<file path="src/rtl/core_pipeline_ctrl.sv">
// Pipeline hazard and trap controller: arbitrates EX-stage redirects, memory
// stalls, WFI sleep and trap entry, and produces stall/flush/PC-load controls.
module core_pipeline_ctrl #(
    parameter int unsigned PC_LEN = 32
) (
    input  logic              clk,
    input  logic              rst,
    input  logic              ex_valid,
    input  logic [PC_LEN-1:0] ex_pc,
    input  logic [PC_LEN-1:0] ex_next_pc,
    input  logic              jump_en_ex,
    input  logic [PC_LEN-1:0] jump_addr_ex,
    input  logic              wfi,
    input  logic              mem_req,
    input  logic              mem_busy,
    input  logic              exc_req,
    input  logic [3:0]        exc_cause,
    input  logic              irq_pending,
    input  logic              irq_wake,
    input  logic [4:0]        irq_cause,
    input  logic [PC_LEN-1:0] mtvec,
    output logic              pc_load,
    output logic [PC_LEN-1:0] pc_load_addr,
    output logic              stall_if,
    output logic              stall_id_ex,
    output logic              flush_if_id,
    output logic              flush_id_ex,
    output logic              ex_kill,
    output logic              trap_enter,
    output logic [PC_LEN-1:0] trap_mepc,
    output logic [31:0]       trap_mcause,
    output logic              sleeping
);

    typedef enum logic [1:0] {StRun, StMemWait, StSleep, StTrap} state_e;

    state_e            state_q, state_d;
    logic [PC_LEN-1:0] mepc_q, mepc_d;
    logic [31:0]       mcause_q, mcause_d;

    // RUN-state request decode in priority order; a misaligned jump beats an interrupt
    logic jump_misaligned;
    logic run_trap, run_mem, run_jump, run_wfi;
    logic [31:0] irq_mcause;

    assign jump_misaligned = jump_en_ex & jump_addr_ex[1];
    assign run_trap   = ex_valid & (exc_req | jump_misaligned | irq_pending);
    assign run_mem    = ex_valid & ~run_trap & mem_req & mem_busy;
    assign run_jump   = ex_valid & ~run_trap & ~run_mem & jump_en_ex;
    assign run_wfi    = ex_valid & ~run_trap & ~run_mem & ~jump_en_ex & wfi;
    assign irq_mcause = {1'b1, 26'b0, irq_cause};

    // Vector offset is only applied to interrupts in vectored mode
    logic [PC_LEN-1:0] trap_base, trap_off;
    assign trap_base = {mtvec[PC_LEN-1:2], 2'b00};
    assign trap_off  = (mtvec[1:0] == 2'd1 && mcause_q[31]) ?
                       {{(PC_LEN-7){1'b0}}, mcause_q[4:0], 2'b00} : '0;

    // State and captured trap CSR values
    always_ff @(posedge clk) begin
        if (rst) begin
            state_q  <= StRun;
            mepc_q   <= '0;
            mcause_q <= '0;
        end else begin
            state_q  <= state_d;
            mepc_q   <= mepc_d;
            mcause_q <= mcause_d;
        end
    end

    // Next state and trap value capture
    always_comb begin
        state_d  = state_q;
        mepc_d   = mepc_q;
        mcause_d = mcause_q;
        unique case (state_q)
            StRun: begin
                if (run_trap) begin
                    state_d = StTrap;
                    mepc_d  = ex_pc;
                    if (exc_req)              mcause_d = {28'b0, exc_cause};
                    else if (jump_misaligned) mcause_d = 32'd0;
                    else                      mcause_d = irq_mcause;
                end else if (run_mem) begin
                    state_d = StMemWait;
                end else if (run_wfi) begin
                    state_d = StSleep;
                    mepc_d  = ex_next_pc;
                end
            end
            StMemWait: begin
                if (!mem_busy) state_d = StRun;
            end
            StSleep: begin
                if (irq_wake) begin
                    if (irq_pending) begin
                        state_d  = StTrap;
                        mcause_d = irq_mcause;
                    end else begin
                        state_d = StRun;
                    end
                end
            end
            StTrap: begin
                state_d = StRun;
            end
            default: state_d = StRun;
        endcase
    end

    // Pipeline control outputs for the current state
    always_comb begin
        pc_load      = 1'b0;
        pc_load_addr = '0;
        stall_if     = 1'b0;
        stall_id_ex  = 1'b0;
        flush_if_id  = 1'b0;
        flush_id_ex  = 1'b0;
        ex_kill      = 1'b0;
        trap_enter   = 1'b0;
        sleeping     = 1'b0;
        unique case (state_q)
            StRun: begin
                if (run_trap) begin
                    ex_kill     = 1'b1;
                    flush_if_id = 1'b1;
                    flush_id_ex = 1'b1;
                end else if (run_mem) begin
                    stall_if    = 1'b1;
                    stall_id_ex = 1'b1;
                end else if (run_jump) begin
                    pc_load      = 1'b1;
                    pc_load_addr = jump_addr_ex;
                    flush_if_id  = 1'b1;
                    flush_id_ex  = 1'b1;
                end else if (run_wfi) begin
                    flush_id_ex = 1'b1;
                end
            end
            StMemWait: begin
                if (mem_busy) begin
                    stall_if    = 1'b1;
                    stall_id_ex = 1'b1;
                end else if (ex_valid && jump_en_ex && !jump_addr_ex[1]) begin
                    pc_load      = 1'b1;
                    pc_load_addr = jump_addr_ex;
                    flush_if_id  = 1'b1;
                    flush_id_ex  = 1'b1;
                end
            end
            StSleep: begin
                sleeping    = 1'b1;
                stall_if    = 1'b1;
                flush_id_ex = 1'b1;
                if (irq_wake && !irq_pending) begin
                    pc_load      = 1'b1;
                    pc_load_addr = mepc_q;
                end
            end
            StTrap: begin
                trap_enter   = 1'b1;
                pc_load      = 1'b1;
                pc_load_addr = trap_base + trap_off;
                flush_if_id  = 1'b1;
                flush_id_ex  = 1'b1;
            end
            default: ;
        endcase
    end

    assign trap_mepc   = mepc_q;
    assign trap_mcause = mcause_q;

endmodule

</file>
<file path="config.mk">
export PLATFORM = sky130hd
export DESIGN_NAME = core_pipeline_ctrl
export DESIGN_NICKNAME = d
export VERILOG_FILES = /design/src/rtl/core_pipeline_ctrl.sv
export SDC_FILE = /design/constraint.sdc
export NUM_CORES = 1
export LEC_CHECK = 0
export BUFFER_PORTS_ARGS = -buffer_cell sky130_fd_sc_hd__buf_2
export CORE_MARGIN = 10
export CORE_UTILIZATION = 42
export DETAILED_ROUTE_END_ITERATION = 6
export PLACE_DENSITY = 0.82
export SYNTH_ARGS = -nofsm -noshare
export SYNTH_HDL_FRONTEND = slang
export SYNTH_SLANG_ARGS = --single-unit
</file>
<file path="constraint.sdc">
create_clock -name clk -period 3.14 [get_ports clk]
set_clock_uncertainty 0.15 [all_clocks]
set_input_delay 0.314 -clock clk [delete_from_list [all_inputs] [get_ports clk]]
set_output_delay 0.314 -clock clk [all_outputs]
set_load 0.05 [all_outputs]
</file>
==> results of run 1 <==
[sequential cells by signal (all words and copies together), names as in the netlist]
register and flops:
trap_mepc 32, trap_mcause 6, state_q 2
[critical path, delay by kind of cell (launching register included)]
kind / cells / cell delay [ps]
AOI/OAI and AO/OA: 4 / 670
buffers and inverters: 3 / 390
and+or+nand+nor: 4 / 430
adders and majority gates: 2 / 550
DFF: 1 / 340
[synth_stat cells, types with 2 or more instances]
library cell	count	share of area, %
a311oi_1	33	8.1
inv_1	12	1.3
o211ai_1	4	0.84
nand3b_1	2	0.42
nor2b_1	3	0.53
xor2_1	8	2.0
clkbuf_1	23	2.4
ha_1	5	1.8
a31oi_1	2	0.35
a211oi_1	9	1.9
o21ai_0	26	3.7
a2111oi_4	2	1.5
and3_1	3	0.53
buf_4	26	5.5
a221oi_1	2	0.49
nor4_1	2	0.35
nand4_1	5	0.88
dfxtp_1	40	23
mux2i_1	4	1.1
a221o_1	3	0.84
and2_1	9	1.6
and4_1	2	0.49
nand2_1	46	4.9
a32o_1	4	1.1
o2111ai_1	3	0.74
o21ai_1	5	0.70
or2_2	2	0.35
buf_2	11	1.5
a22oi_1	25	5.3
nor2_1	55	5.8
or4_4	2	0.63
nor3_1	2	0.28
a21o_1	3	0.63
buf_6	4	1.3
or3_1	2	0.35
a21oi_1	13	1.8
xnor2_1	11	2.7
nand2b_1	4	0.70
nand3_1	46	6.5
[through the flow]
stage / utilization (%) / setup TNS (ps) / hold WS [ps]
3_3_place_gp: 58.99 / 0 / 331.6
4_1_cts: 62.04 / -67.56 / 126.5
3_5_place_dp: 58.99 / 0 / 340.0
5_1_grt: 63.91 / -900.4 / 121.4
6_report: 63.91 / 0 / 129.6
2_1_floorplan: - / -1.145 / 315.9
[what timing repair did]
item	in CTS	in global routing
pin swaps	6	18
buffers inserted	6	2
setup endpoints to repair	15	23
resized for setup	30	39
[kinds of logic (layout without fill, tap and decap cells)]
kind of cell               count (synthesis)  in the layout  synth area share [%]
and+or+nand+nor                          191            191                 25.89
AOI/OAI and AO/OA                        144            144                 31.27
buffers and inverters                     77            271                 12.10
DFF                                       40             40                 22.51
xor gates and xnor gates                  19             19                 4.678
adders and majority gates                  6              6                 2.322
muxes                                      4              4                 1.126
other                                      1             26                0.1054
[metal layers]
| metal | wire, microns | up-vias | part of all wire, % |
|---|---|---|---|
| met5 | 0 | - | 0 |
| met3 | 1368 | 38 | 8.3 |
| li1 | - | 2182 | - |
| met2 | 8175 | 254 | 50 |
| met1 | 6396 | 2174 | 39 |
| met4 | 474 | 0 | 2.9 |
[power groups by stage]
stage	Clock, mW	Combinational [mW]	Sequential [mW]
6_report	0.368	0.956	0.631
3_5_place_dp	0	0.920	0.641
4_1_cts	0.371	0.940	0.629
2_1_floorplan	0	0.482	0.819
3_3_place_gp	0	0.910	0.638
5_1_grt	0.394	1.01	0.638
[cell type report]
class | count | area (sq um)
timing repair buffer | 251 | 1484
fill | 745 | 2965
clock inverter | 1 | 7.507
inverter | 12 | 45.04
tap | 105 | 131.4
multi-input combinational | 390 | 2695
clock buffer | 7 | 86.33
sequential | 40 | 802.0
[worst max-delay path by stage]
stage / depth (start not counted) / slack [ps] / end / from
finish: 13 / 9 / pc_load_addr[24] / trap_mcause[31]
global route: 11 / -110 / pc_load_addr[27] / trap_mcause[31]
CTS: 13 / -30 / pc_load_addr[18] / trap_mcause[31]
detailed placement: 14 / 40 / pc_load_addr[28] / mtvec[0]
global placement: 14 / 100 / pc_load_addr[28] / mtvec[0]
floorplan: 12 / -1 / pc_load_addr[18] / trap_mcause[31]
==> flow_summary.json, run 1 <==
{
  "outcome": "completed",
  "r2r_start": "state_q[1]",
  "placedCellCount": 790,
  "pre_cts_slack_ps": 43.29,
  "tritoncts": "done",
  "swShare_pct": 47.65,
  "yosysSeqAreaShare_pct": 22.51,
  "grt_pass1_vias": 4640,
  "min_path_type": "in -> reg",
  "clk_pin_slew_ps": 90,
  "yosys_warnings": 0,
  "n_antenna_cell": 0,
  "p_sw_mw": 0.9317,
  "grt_usage_pct": 23.76,
  "insertion_delay_ps": 280,
  "area_growth_pct": 47.63,
  "worst-path-max-fanout": 7,
  "drc": 0,
  "finalMaxSlewViolations": 0,
  "path_cells": "nand2_2, nor2_2, and2_1, ha_2, inv_2, fa_2, nor2b_4, o31a_1, buf_6, o211ai_1, a2bb2oi_2, o21ai_2, buf_6",
  "numCtsBuffers": 5,
  "cts-root-buf": "clkbuf_8",
  "grt_max_degree": 43,
  "r2r.worst_path.cells": 6,
  "worst_path_max_delay_cell": "fa_2",
  "combPwrFrac_pct": 48.9,
  "timing.rr.end": "trap_mepc[0]",
  "gr-usage-met1_pct": 28.17,
  "async_flop_share_pct": 0,
  "cpMostUsedCell": "buf_6",
  "finalHoldViolCount": 0,
  "synth_edf_count": 0,
  "seqPwrFrac_pct": 32.3,
  "clk_path_buf_depth": 2,
  "hold_depth": 3,
  "grt_busiest_layer": "met2",
  "fin_crit_ps": 3131,
  "rsz0062_at_grt": "true",
  "drt-vias-per-instance": 5.767,
  "cts.sinks": 40,
  "p_leak_nw": 2.440,
  "powerDensity_nw_per_um2": 372.3,
  "fin_ws_ps": 9.164,
  "drive_gt1_share_pct": 45.08,
  "finalCritPeriodShare_pct": 99.71,
  "cp_slowest_stage_delay_ps": 360,
  "synthCells": 482,
  "use_met2_pct": 41.72,
  "peakVddDrop_uv": 260.5,
  "crit_type": "reg -> out",
  "dr.pass1.iters": 5,
  "worst_setup_path_start_kind": "flop",
  "fin_area_sq_um": 5251,
  "start_util_pct": 43.29,
  "totalWireLength_microns": 16420,
  "drt_iter0_markers": 303,
  "dpl_cell_area_sq_um": 4847,
  "ys_ff_latch": 40,
  "maxCapViolCount": 0,
  "cts_hold_buffers": 0,
  "antenna_left": 0,
  "io_pins": 251,
  "stdcell_count": 806,
  "critical_path_required_ps": 2680,
  "core.rowCount": 33,
  "total_power_mw": 1.955,
  "use_met3_pct": 5.059,
  "hpwl_microns": 13040,
  "end_kind": "primary output",
  "hp-start": "irq_cause[4]",
  "crit_arrival_ps": 2670,
  "slew_headroom_pct": 46.76,
  "vias": 4648,
  "ys_types": 58,
  "core-area_sq_um": 8217,
  "avgRoutedWirePerCell_microns": 20.37,
  "grt_overflow": 0,
  "avgSynthCellArea_sq_um": 7.380,
  "tightest_slew_ps": 791.3,
  "clkPwrFrac_pct": 18.8,
  "synthesis.area_sq_um": 3557,
  "reg2reg_slack_ps": 1130,
  "most-common-layout-cells": "buf_2, nor2_1, nand3_1",
  "num-nets-final": 853,
  "synth_flop_cell": "dfxtp_1",
  "gp_congestion": 0.9361,
  "final_common_cell": "buf_2",
  "antenna_found_initial": 0,
  "cts.htree.levels": 2,
  "fmax_mhz": 319.4,
  "die_x_microns": 112.0,
  "io_buffers": 224,
  "p_int_mw": 1.023,
  "setup_viol": 0,
  "hold_end": "trap_mcause[4]",
  "grt_pass1_wl_microns": 24850,
  "die_h_microns": 112.0,
  "dieArea_sq_um": 12550
}
Note: power is estimated with default switching activity, not from simulation.
==> run 2: changes to the inputs <==
--- a/config.mk
+++ b/config.mk
@@ -5,7 +5,8 @@
 export SDC_FILE = /design/constraint.sdc
 export NUM_CORES = 1
 export LEC_CHECK = 0
-export BUFFER_PORTS_ARGS = -buffer_cell sky130_fd_sc_hd__buf_2
+export BUFFER_PORTS_ARGS = -buffer_cell sky130_fd_sc_hd__buf_4
+export CAP_MARGIN = 10
 export CORE_MARGIN = 10
 export CORE_UTILIZATION = 42
 export DETAILED_ROUTE_END_ITERATION = 6
==> run 2 against run 1 <==
Compared with the run above: the flow now finishes with violations (negative setup slack); final cell count increased by 0.37%; via count increased by 3.4%; combinational power increased by 11%; worst hold slack improved by 2.5 ps; critical endpoint is now pc_load_addr[12]; clock-buffer cell count unchanged; power increased by 6.1%; sequential share of layout area decreased by 1.5 points; register-to-register slack got worse by 150 ps; global-route usage increased by 1.4 points; non-clock buffer count increased by 3; largest power group unchanged.
==> flow_summary.json, run 2 (same netlist as run 1, synthesis figures left out) <==
{
  "rsz0062_at_grt": "true",
  "cts-root-buf": "clkbuf_8",
  "gp_congestion": 0.9654,
  "slew_headroom_pct": 29.88,
  "largest_reg_flops": 32,
  "grt_overflow": 0,
  "final_core_util_pct": 71.02,
  "critical_path_required_ps": 2680,
  "grt_max_degree": 43,
  "finalCritPeriodShare_pct": 102.4,
  "cts.htree.levels": 2,
  "powerDensity_nw_per_um2": 355.6,
  "n_antenna_cell": 0,
  "area_growth_pct": 64.05,
  "tritoncts": "done",
  "drt_iter0_markers": 361,
  "core.rowCount": 33,
  "insertion_delay_ps": 290,
  "end_kind": "primary output",
  "violations": "negative setup slack",
  "grt_usage_pct": 25.17,
  "dr.pass1.iters": 5,
  "fin_crit_ps": 3216,
  "most-common-layout-cells": "buf_4, nor2_1, nand3_1",
  "tightest_slew_ps": 1042,
  "p_leak_nw": 2.591,
  "drc": 0,
  "finalMaxSlewViolations": 0,
  "cp_slowest_stage_delay_ps": 350,
  "seqCellArea_sq_um": 802.0,
  "die_x_microns": 112.0,
  "grt_pass1_wl_microns": 26220,
  "fmax_mhz": 311.0,
  "clk_pin_slew_ps": 90,
  "io_buffers": 224,
  "min_path_type": "in -> reg",
  "vias": 4805,
  "crit_arrival_ps": 2750,
  "setup_viol": 7,
  "antenna_left": 0,
  "antenna_found_initial": 0,
  "numCtsBuffers": 5,
  "worst-path-max-fanout": 5,
  "avgRoutedWirePerCell_microns": 21.97,
  "dieArea_sq_um": 12550,
  "cts.sinks": 40,
  "io_pins": 251,
  "core-area_sq_um": 8217,
  "die_h_microns": 112.0,
  "pre_cts_slack_ps": 18.13,
  "clk_path_buf_depth": 2,
  "multi_input_area_sq_um": 2748,
  "start_util_pct": 43.29,
  "reg2reg_slack_ps": 980,
  "maxCapViolCount": 0,
  "hpwl_microns": 13620,
  "cts_hold_buffers": 0,
  "worst_setup_path_start_kind": "flop",
  "totalWireLength_microns": 17780,
  "outcome": "finished with violations",
  "grt_pass1_vias": 4958,
  "crit_type": "reg -> out",
  "drt-vias-per-instance": 5.939,
  "drive_gt1_share_pct": 45.74,
  "worst_path_max_delay_cell": "dfxtp_2",
  "nFillCells": 665,
  "num-nets-final": 856,
  "fin_ws_ps": -75.68,
  "path_cells": "nand2_2, nor2_4, buf_6, and2_4, ha_4, nor2b_4, o31a_1, buf_4, buf_6, nor2_1, mux2i_2, o21ai_4, buf_4",
  "finalHoldViolCount": 0,
  "peakVddDrop_uv": 223.6,
  "final_common_cell": "buf_4"
}
## run 2: cell types whose count changed in the layout (fill, tap and decap cells not counted), moves of 3 or more
cell     before  now
buf_6        16   19
o21ai_2      15   12
buf_4        24  231
buf_2       205    0
## run 2: worst paths after layout
path / from / end / cells past startpoint
setup / recovery: trap_mcause[31] / pc_load_addr[12] / 13
hold reg to reg: trap_mepc[1] / trap_mepc[1] / 2
hold / removal: irq_cause[4] / trap_mcause[4] / 3
setup reg to reg: state_q[1] / trap_mepc[11] / 6
## run 2: power by group
group          internal, mW  leakage (nW)  switching [mW]
logic                 0.369          2.22           0.687
registers             0.569         0.331          0.0737
clock network         0.179        0.0445           0.198
total                  1.12          2.59           0.959
## run 2: through the flow
| stage | setup TNS [ps] | instances | hold WS, ps | area [sq um] | power, mW |
|---|---|---|---|---|---|
| after floorplan | -1.145 | 507 | 315.9 | 3790 | 1.301 |
| after CTS | -23.43 | 802 | 122.8 | 5622 | 2.058 |
| after global placement | 0 | 788 | 336.8 | 5363 | 1.645 |
| after global routing | -1658 | 809 | 136.5 | 5836 | 2.160 |
| after detailed placement | 0 | 788 | 354.7 | 5363 | 1.664 |
| final | -212.9 | 809 | 132.1 | 5836 | 2.075 |
## run 2: routing by layer
metal  GRT usage, %  wire (microns)  up-vias
met5              0               0        -
met4          9.898             677        0
met3          5.538            1372       44
met2          43.75            8885      293
met1          29.39            6840     2285
li1               -               -     2183
## run 2: cell type report
| cell class | count | area share, % |
|---|---|---|
| clock buffers | 7 | 1.479 |
| inverters | 12 | 0.8148 |
| well taps | 105 | 2.251 |
| flip-flops and latches | 40 | 13.74 |
| clock inverters | 1 | 0.1286 |
| repair buffers | 254 | 34.50 |
| multi-input cells | 390 | 47.08 |
## run 2: what timing repair did
item | CTS | global route
resized for setup | 27 | 35
buffers inserted | 5 | 7
gates cloned | 1 | 0
pin swaps | 7 | 25
setup endpoints to repair | 14 | 22
## run 2: critical path: cells and delay by family, from the launching register on
family                   cells  cell delay (ps)
multiplexers                 1              300
adder cells (fa/ha/maj)      1              200
AO/OA/AOI/OAI                2              340
flip-flops                   1              350
buffers and inverters        4              610
AND/OR/NAND/NOR              5              650
==> run 3: changes to the inputs <==
--- a/config.mk
+++ b/config.mk
@@ -7,10 +7,13 @@
 export LEC_CHECK = 0
 export BUFFER_PORTS_ARGS = -buffer_cell sky130_fd_sc_hd__buf_4
 export CAP_MARGIN = 10
+export CORE_ASPECT_RATIO = 1.2
 export CORE_MARGIN = 10
 export CORE_UTILIZATION = 42
 export DETAILED_ROUTE_END_ITERATION = 6
+export MAX_ROUTING_LAYER = met4
 export PLACE_DENSITY = 0.82
+export SLEW_MARGIN = 20
 export SYNTH_ARGS = -nofsm -noshare
 export SYNTH_HDL_FRONTEND = slang
 export SYNTH_SLANG_ARGS = --single-unit
==> run 3 against run 2 <==
Compared with the run above: the flow now finishes without violations; routed wire length down 5.8%; largest cell class unchanged; cell area down 2.6%; power up 3.8%; critical path type unchanged.
==> flow_summary.json, run 3 (same netlist as run 1, synthesis figures left out) <==
{
  "rsz0062_at_grt": "true",
  "min_path_type": "in -> reg",
  "fmax_mhz": 321.6,
  "reg2reg_slack_ps": 960,
  "largest_reg_flops": 32,
  "finalMaxSlewViolations": 0,
  "vias": 4610,
  "start_util_pct": 43.39,
  "insertion_delay_ps": 300,
  "crit_arrival_ps": 2650,
  "grt_usage_pct": 25.12,
  "worst_setup_path_start_kind": "flop",
  "total_power_mw": 2.154,
  "grt_pass1_wl_microns": 24950,
  "numCtsBuffers": 5,
  "tightest_slew_ps": 899.1,
  "num-nets-final": 845,
  "tritoncts": "done",
  "crit_type": "reg -> out",
  "finalSetupTns_ps": 0,
  "p_leak_nw": 2.523,
  "drive_gt1_share_pct": 43.29,
  "finalHoldViolCount": 0,
  "cts_hold_buffers": 0,
  "grt_pass1_vias": 4643,
  "clk_pin_slew_ps": 80,
  "final_core_util_pct": 69.31,
  "cts-root-buf": "clkbuf_8",
  "n_antenna_cell": 0,
  "antenna_found_initial": 0,
  "dieArea_sq_um": 12570,
  "drc": 0,
  "gp_congestion": 0.9442,
  "most-common-layout-cells": "buf_4, nor2_1, nand3_1",
  "peakVddDrop_uv": 345.7,
  "end_kind": "primary output",
  "area_growth_pct": 59.73,
  "die_x_microns": 104.0,
  "io_pins": 251,
  "core.rowCount": 36,
  "slew_headroom_pct": 40.06,
  "avgRoutedWirePerCell_microns": 20.75,
  "io_buffers": 224,
  "clk_path_buf_depth": 2,
  "final_common_cell": "buf_4",
  "die_h_microns": 120.8,
  "critical_path_required_ps": 2680,
  "drt_iter0_markers": 274,
  "dr.pass1.iters": 5,
  "totalWireLength_microns": 16750,
  "cts.sinks": 40,
  "powerDensity_nw_per_um2": 379.2,
  "drt-vias-per-instance": 5.713,
  "outcome": "completed",
  "grt_max_degree": 55,
  "setup_viol": 0,
  "maxCapViolCount": 0,
  "cts.htree.levels": 2,
  "finalCritPeriodShare_pct": 99.03,
  "hpwl_microns": 13490,
  "fin_crit_ps": 3109,
  "antenna_left": 0,
  "worst-path-max-fanout": 11,
  "grt_overflow": 0,
  "core-area_sq_um": 8198
}
[run 3: where the power goes]
group	switching (mW)	internal [mW]	leakage [nW]	total [mW]
clock network	0.197	0.281	0.0645	0.478
logic	0.672	0.362	2.13	1.03
registers	0.0739	0.569	0.331	0.643
total	0.943	1.21	2.52	2.15
[run 3: repair_timing]
action                     4_1_cts  5_1_grt
resized for setup               16       19
gates cloned                     0        1
setup buffers                    1        3
setup endpoints to repair       14       22
pin swaps                        4        8
[run 3: cell type report]
cell class | count | area, sq um
Clock buffer | 7 | 96.34
Sequential cell | 40 | 802.0
Tap cell | 114 | 142.6
Clock inverter | 1 | 30.03
Fill cell | 724 | 2516
Multi-Input combinational cell | 390 | 2635
Timing Repair Buffer | 243 | 1931
Inverter | 12 | 45.04
[run 3: per-stage QoR]
step           hold slack (ps)  setup slack, ps  area, sq um  cells
2_1_floorplan            315.9           -1.145         3790    507
3_3_place_gp             320.6            166.5         5376    794
3_5_place_dp             335.0            89.75         5376    794
4_1_cts                  118.3           -46.53         5575    803
5_1_grt                  128.9           -91.12         5682    807
6_report                 123.1            30.61         5682    807
[run 3: path summary, 6_finish.rpt]
kind,from,end,cells past startpoint
setup / recovery,trap_mcause[31],pc_load_addr[28],13
setup reg to reg,state_q[1],trap_mepc[23],6
hold / removal,ex_next_pc[5],trap_mepc[5],3
hold reg to reg,trap_mcause[4],trap_mcause[4],2
[run 3: routing by layer]
metal | up-vias | part of all wire [%] | track usage (%)
li1 | 2173 | - | -
met5 | - | 0 | -
met2 | 226 | 50 | 43.25
met3 | 39 | 6.1 | 3.985
met1 | 2172 | 40 | 28.81
met4 | 0 | 3.8 | 9.669
[run 3: critical path, cell delays in order (launching register included)]
cell and delay [ps]:
dfxtp_2 350, nand2_2 60, nor2_4 110, and2_4 160, ha_4 120, inv_2 30, fa_2 360, nor2b_2 140
o31a_1 200, buf_12 150, o2111ai_1 130, xnor2_1 190, o21ai_4 150, buf_6 180
